===== src/rtl/uart_tx_fifo.sv =====
// uart_tx_fifo: show-ahead byte FIFO feeding the uart_tx serializer.
// Bytes offered while full are dropped and latched into a sticky overflow flag.
module uart_tx_fifo #(
    parameter int unsigned DEPTH = 16,
    parameter int unsigned WIDTH = 8
) (
    input  logic                     clk,
    input  logic                     rst_n,
    input  logic [WIDTH-1:0]         in_data,
    input  logic                     in_valid,
    output logic                     in_ready,
    output logic [WIDTH-1:0]         out_data,
    output logic                     out_valid,
    input  logic                     out_ready,
    input  logic                     flush,
    input  logic                     clr_overflow,
    output logic [$clog2(DEPTH):0]   level,
    output logic                     overflow
);

    localparam int unsigned AW = $clog2(DEPTH);

    logic [WIDTH-1:0] mem [DEPTH];
    logic [AW:0]      wr_ptr;
    logic [AW:0]      rd_ptr;
    logic [AW:0]      wr_nxt;
    logic [AW:0]      rd_nxt;
    logic [WIDTH-1:0] head_nxt;
    logic             full;
    logic             push;
    logic             pop;
    logic             drop;

    assign full     = (wr_ptr[AW-1:0] == rd_ptr[AW-1:0]) && (wr_ptr[AW] != rd_ptr[AW]);
    assign in_ready = !full;
    assign level    = wr_ptr - rd_ptr;

    // flush cancels any push or pop in the same cycle; a flushed push is not a drop
    assign push = in_valid && !full && !flush;
    assign pop  = out_valid && out_ready && !flush;
    assign drop = in_valid && full && !flush;

    // Next pointer values and the entry that will sit at the head after this edge
    always_comb begin
        wr_nxt   = wr_ptr;
        rd_nxt   = rd_ptr;
        head_nxt = '0;
        if (flush) begin
            wr_nxt = '0;
            rd_nxt = '0;
        end else begin
            if (push) wr_nxt = wr_ptr + {{AW{1'b0}}, 1'b1};
            if (pop)  rd_nxt = rd_ptr + {{AW{1'b0}}, 1'b1};
        end
        // the new head may be the byte being written on this very edge
        if (push && (rd_nxt == wr_ptr)) begin
            head_nxt = in_data;
        end else begin
            head_nxt = mem[rd_nxt[AW-1:0]];
        end
    end

    // Storage array write port; contents need no reset
    always_ff @(posedge clk) begin
        if (push) begin
            mem[wr_ptr[AW-1:0]] <= in_data;
        end
    end

    // Pointers, registered head stage and sticky overflow flag
    always_ff @(posedge clk or negedge rst_n) begin
        if (!rst_n) begin
            wr_ptr    <= '0;
            rd_ptr    <= '0;
            out_valid <= 1'b0;
            out_data  <= '0;
            overflow  <= 1'b0;
        end else begin
            wr_ptr    <= wr_nxt;
            rd_ptr    <= rd_nxt;
            out_valid <= (wr_nxt != rd_nxt);
            if (wr_nxt != rd_nxt) begin
                out_data <= head_nxt;
            end
            if (drop) begin
                overflow <= 1'b1;
            end else if (clr_overflow) begin
                overflow <= 1'b0;
            end
        end
    end

endmodule


===== config.mk =====
export PLATFORM = sky130hd
export DESIGN_NAME = uart_tx_fifo
export DESIGN_NICKNAME = d
export VERILOG_FILES = /design/src/rtl/uart_tx_fifo.sv
export SDC_FILE = /design/constraint.sdc
export NUM_CORES = 1
export LEC_CHECK = 0
export CORE_MARGIN = 10
export CORE_UTILIZATION = 60
export CTS_CLUSTER_DIAMETER = 80
export CTS_CLUSTER_SIZE = 28
export DETAILED_ROUTE_END_ITERATION = 16
export GPL_TIMING_DRIVEN = 0
export HOLD_SLACK_MARGIN = 0.08
export PLACE_DENSITY = 0.88
export SLEW_MARGIN = 20
export SYNTH_ARGS = -nofsm -noshare
export SYNTH_HDL_FRONTEND = slang
export SYNTH_SLANG_ARGS = --single-unit

===== constraint.sdc =====
create_clock -name clk -period 3.4 [get_ports clk]
set_input_delay 0.51 -clock clk [delete_from_list [all_inputs] [get_ports clk]]
set_output_delay 0.51 -clock clk [all_outputs]
set_load 0.01 [all_outputs]

==> results.md <==
* Initial antenna violation count at 0
* Post-layout util at 71.26%
* Run status: completed
* CP arrival at 3.81 ns
* Initial Utilization at 60.89%
* GPL Wtd Cong at 0.9280
* Worst EP required at 3.88 ns
* Post-synth ARST share at 13.51%
* Hold Vio Cnt, Final at 0
* Crit path launch type: flip-flop
* Row Count at 38
* Top_reg_cell synth: edfxtp_1
* Setup TNS at 0 ns
* Top cell type's share of synthesized area at 58.49%
* Final period util at 97.97%
* FF+latch area at 0.004344 mm^2
* VDD IR max at 498.4 uV
* Core area at 0.01079 mm^2
* Yosys cell types at 58
* Yosys top cell by area: edfxtp_1
* CP max-delay cell: dfrtp_1
* Post-route DRC at 0
* Hold crit path type: reg2reg
* Synthesis-to-layout area growth at 17.04%
* Die width at 124.7 um
* Total of max-cap violations at 0
* Synth Warn # at 0
* Crit path largest cell delay at 0.54 ns
* CP endpoint kind: flip-flop
* Depth of the CTS H-tree at 4
* Cell Area, Placed at 0.007109 mm^2
* Crit-path max FO at 10
* Headroom to the max-slew limit at 31.50%
* Clock sinks at 148
* Vias post-DR at 4,774
* Clk slew on worst S/H paths at 0.06 ns
* CTS tree: built
* N_diodes at 0
* Worst-Skew Late Latency at 0.54 ns
* Largest net degree at the start of global routing at 21
* Detailed placement HPWL at 10,870 um
* GRT met1 Usage at 25.85%
* CTS root buf: clkbuf_8
* Global Route met2 Usage at 36.07%
* Mapped cell area at 0.006571 mm^2
* Antenna Nets Post-Route at 0
* Nets at 577
* Minimum clock period at 3.331 ns
* Grt met3 use at 7.277%
* Detailed Route Iter0 Violations at 785
* Clock Path Buffers at 2
* Synth area leaders: edfxtp_1 58%, dfrtp_1 7.6%, nand2_1 5.6%, a32oi_1 4.0%, a21oi_1 2.7%
* Die Y at 124.7 um
* Filler instances at 679
* Power per cell area at 590.1 mW/mm^2
* Post-CTS Setup Inserts at 0
* Setup skew after layout at 0.01048 ns
* Critical path class: reg2reg
* First-pass GRT wire length at 26,810 um
* Leak Pwr at 2.705 nW
* CTS Buf Count at 17
* Die footprint at 0.01554 mm^2
* Worst r2r path cells at 9
* Slew Viols, Final at 0
* Crit-path cells: ha_1 -> and3_1 -> mux2i_4 -> clkbuf_1 -> nand2_1 -> a32oi_1 -> o22ai_1 -> o31ai_1 -> mux2_2
* GR Overflow Total at 0
* Commonest non-fill, non-tap cell in the layout: edfxtp_1
* Wire per inst at 24.46 um
* Synthesized net count at 525
* Post-synth EDFFs at 128
* Seq/Total Area, Yosys at 66.11%
* Post-route cell area at 0.007691 mm^2
* Port buffer count at 29
* Number of synthesized register bits at 148
* Vias/cell at 6.762
* Drt total wl at 17,270 um
* Hold Path Depth at 1
* Final Setup Violations at 0
* Avg Inst Size Synth at 13.12 um^2
* Syn Inst Count at 501
* Fmax at 300.2 MHz
* Most frequent cells in the layout: 128 x edfxtp_1, 98 x nand2_1, 36 x a21oi_1
* Io pins at 30
* Global-route usage over all layers at 22.08%
* Vias in the first global route at 4,700
* Share of post-route cells with drive strength above 1 at 14.49%
* Most used routing layer in global routing: met2
* Worst-margin pin slew at 1.024 ns
* DR pass1 iterations at 6
* Footprint of the multi-input gates at 0.002082 mm^2
* RSZ-0062 raised after global routing: false
-- registers in the layout (all words and copies together) (netlist names) --
name and flops:
mem 128, out_data 8, rd_ptr 5, wr_ptr 5
out_valid 1, overflow 1
-- critical path, delay by kind of cell, from the launching register on --
kind                     cells  cell delay [ns]
AO/OA/AOI/OAI                3             0.87
adder cells (fa/ha/maj)      1             0.25
buffers and inverters        1             0.50
flip-flops                   1             0.54
multiplexers                 2             0.68
AND/OR/NAND/NOR              2             0.41
-- per-layer routing --
| layer | routed length [um] | vias up |
|---|---|---|
| li1 | - | 1995 |
| met1 | 6331 | 2360 |
| met2 | 8565 | 359 |
| met3 | 1751 | 60 |
| met4 | 622 | 0 |
| met5 | 0 | - |
-- cell usage after synthesis, types with 2 or more instances --
library cell and n:
and2_1 5, inv_1 13, o22ai_1 14, o21ai_0 2, nor4_1 3, a21o_1 2
mux2_2 7, xnor2_1 12, dfrtp_1 20, buf_1 3, nor2b_1 4, edfxtp_1 128
a32oi_1 30, nand2_1 98, nand4_1 2, nor3b_1 3, nand2b_1 4, nand3_1 2
ha_1 9, mux2_1 2, clkbuf_1 11, nor3_2 2, o211ai_1 8, xnor2_2 2
buf_2 13, o31ai_1 9, a21oi_1 36, nor2_1 14, or3_4 2, a221oi_1 2
nor3_1 3, inv_2 2, xor2_1 4, mux2i_1 5, a211oi_1 2
-- per-stage QoR --
stage          power [mW]  instances  worst slack, ns  hold WS (ns)
2_1_floorplan       2.418        501           0.6056        0.2144
3_3_place_gp        2.677        670          -0.2415        0.4670
3_5_place_dp        2.708        674         -0.07547        0.4781
4_1_cts             4.534        706           0.1435        0.4920
5_1_grt             4.678        706         0.004204        0.5154
6_report            4.539        706          0.06886        0.4928
-- final timing paths --
check	startpoint	end	slack [ns]
max	rd_ptr[1]$_DFF_PN0_	out_data[3]$_DFFE_PN0P_	0.07
min	out_data[6]$_DFFE_PN0P_	out_data[6]$_DFFE_PN0P_	0.49
max reg2reg	rd_ptr[1]$_DFF_PN0_	out_data[3]$_DFFE_PN0P_	0.07
min reg2reg	out_data[6]$_DFFE_PN0P_	out_data[6]$_DFFE_PN0P_	0.49
max in group asynchronous	rst_n	rd_ptr[3]$_DFF_PN0_	2.31
min in group asynchronous	rst_n	overflow$_DFFE_PN0P_	0.50
-- layout make-up --
| class | count | area share, % |
|---|---|---|
| multi-input combinational | 309 | 27.07 |
| clock inverter | 15 | 2.131 |
| inverter | 15 | 0.7321 |
| tap | 140 | 2.278 |
| sequential | 148 | 56.48 |
| timing repair buffer | 33 | 4.132 |
| clock buffer | 17 | 5.385 |
| buffer | 29 | 1.789 |
-- repair_timing --
item                       CTS  global route
hold endpoints to repair     0             0
resized for setup            0             2
setup endpoints to repair    0             3
hold buffers                 0             0
-- power by group --
group | leakage [nW] | switching, mW | internal [mW]
logic | 1.02 | 0.335 | 0.272
registers | 1.41 | 0.0440 | 2.04
clock network | 0.272 | 0.737 | 1.11
-- cells by family (layout without fill, tap and decap cells) --
kind of cell / count (synthesis) / after routing / synth area share [%]
XOR/XNOR: 19 / 19 / 2.970
buffers and inverters: 44 / 109 / 2.932
adder cells (fa/ha/maj): 10 / 10 / 2.018
AO/OA/AOI/OAI: 116 / 116 / 12.76
multiplexers: 15 / 15 / 2.647
flip-flops: 148 / 148 / 66.11
AND/OR/NAND/NOR: 149 / 149 / 10.57
Note: power is estimated with default switching activity, not from simulation.
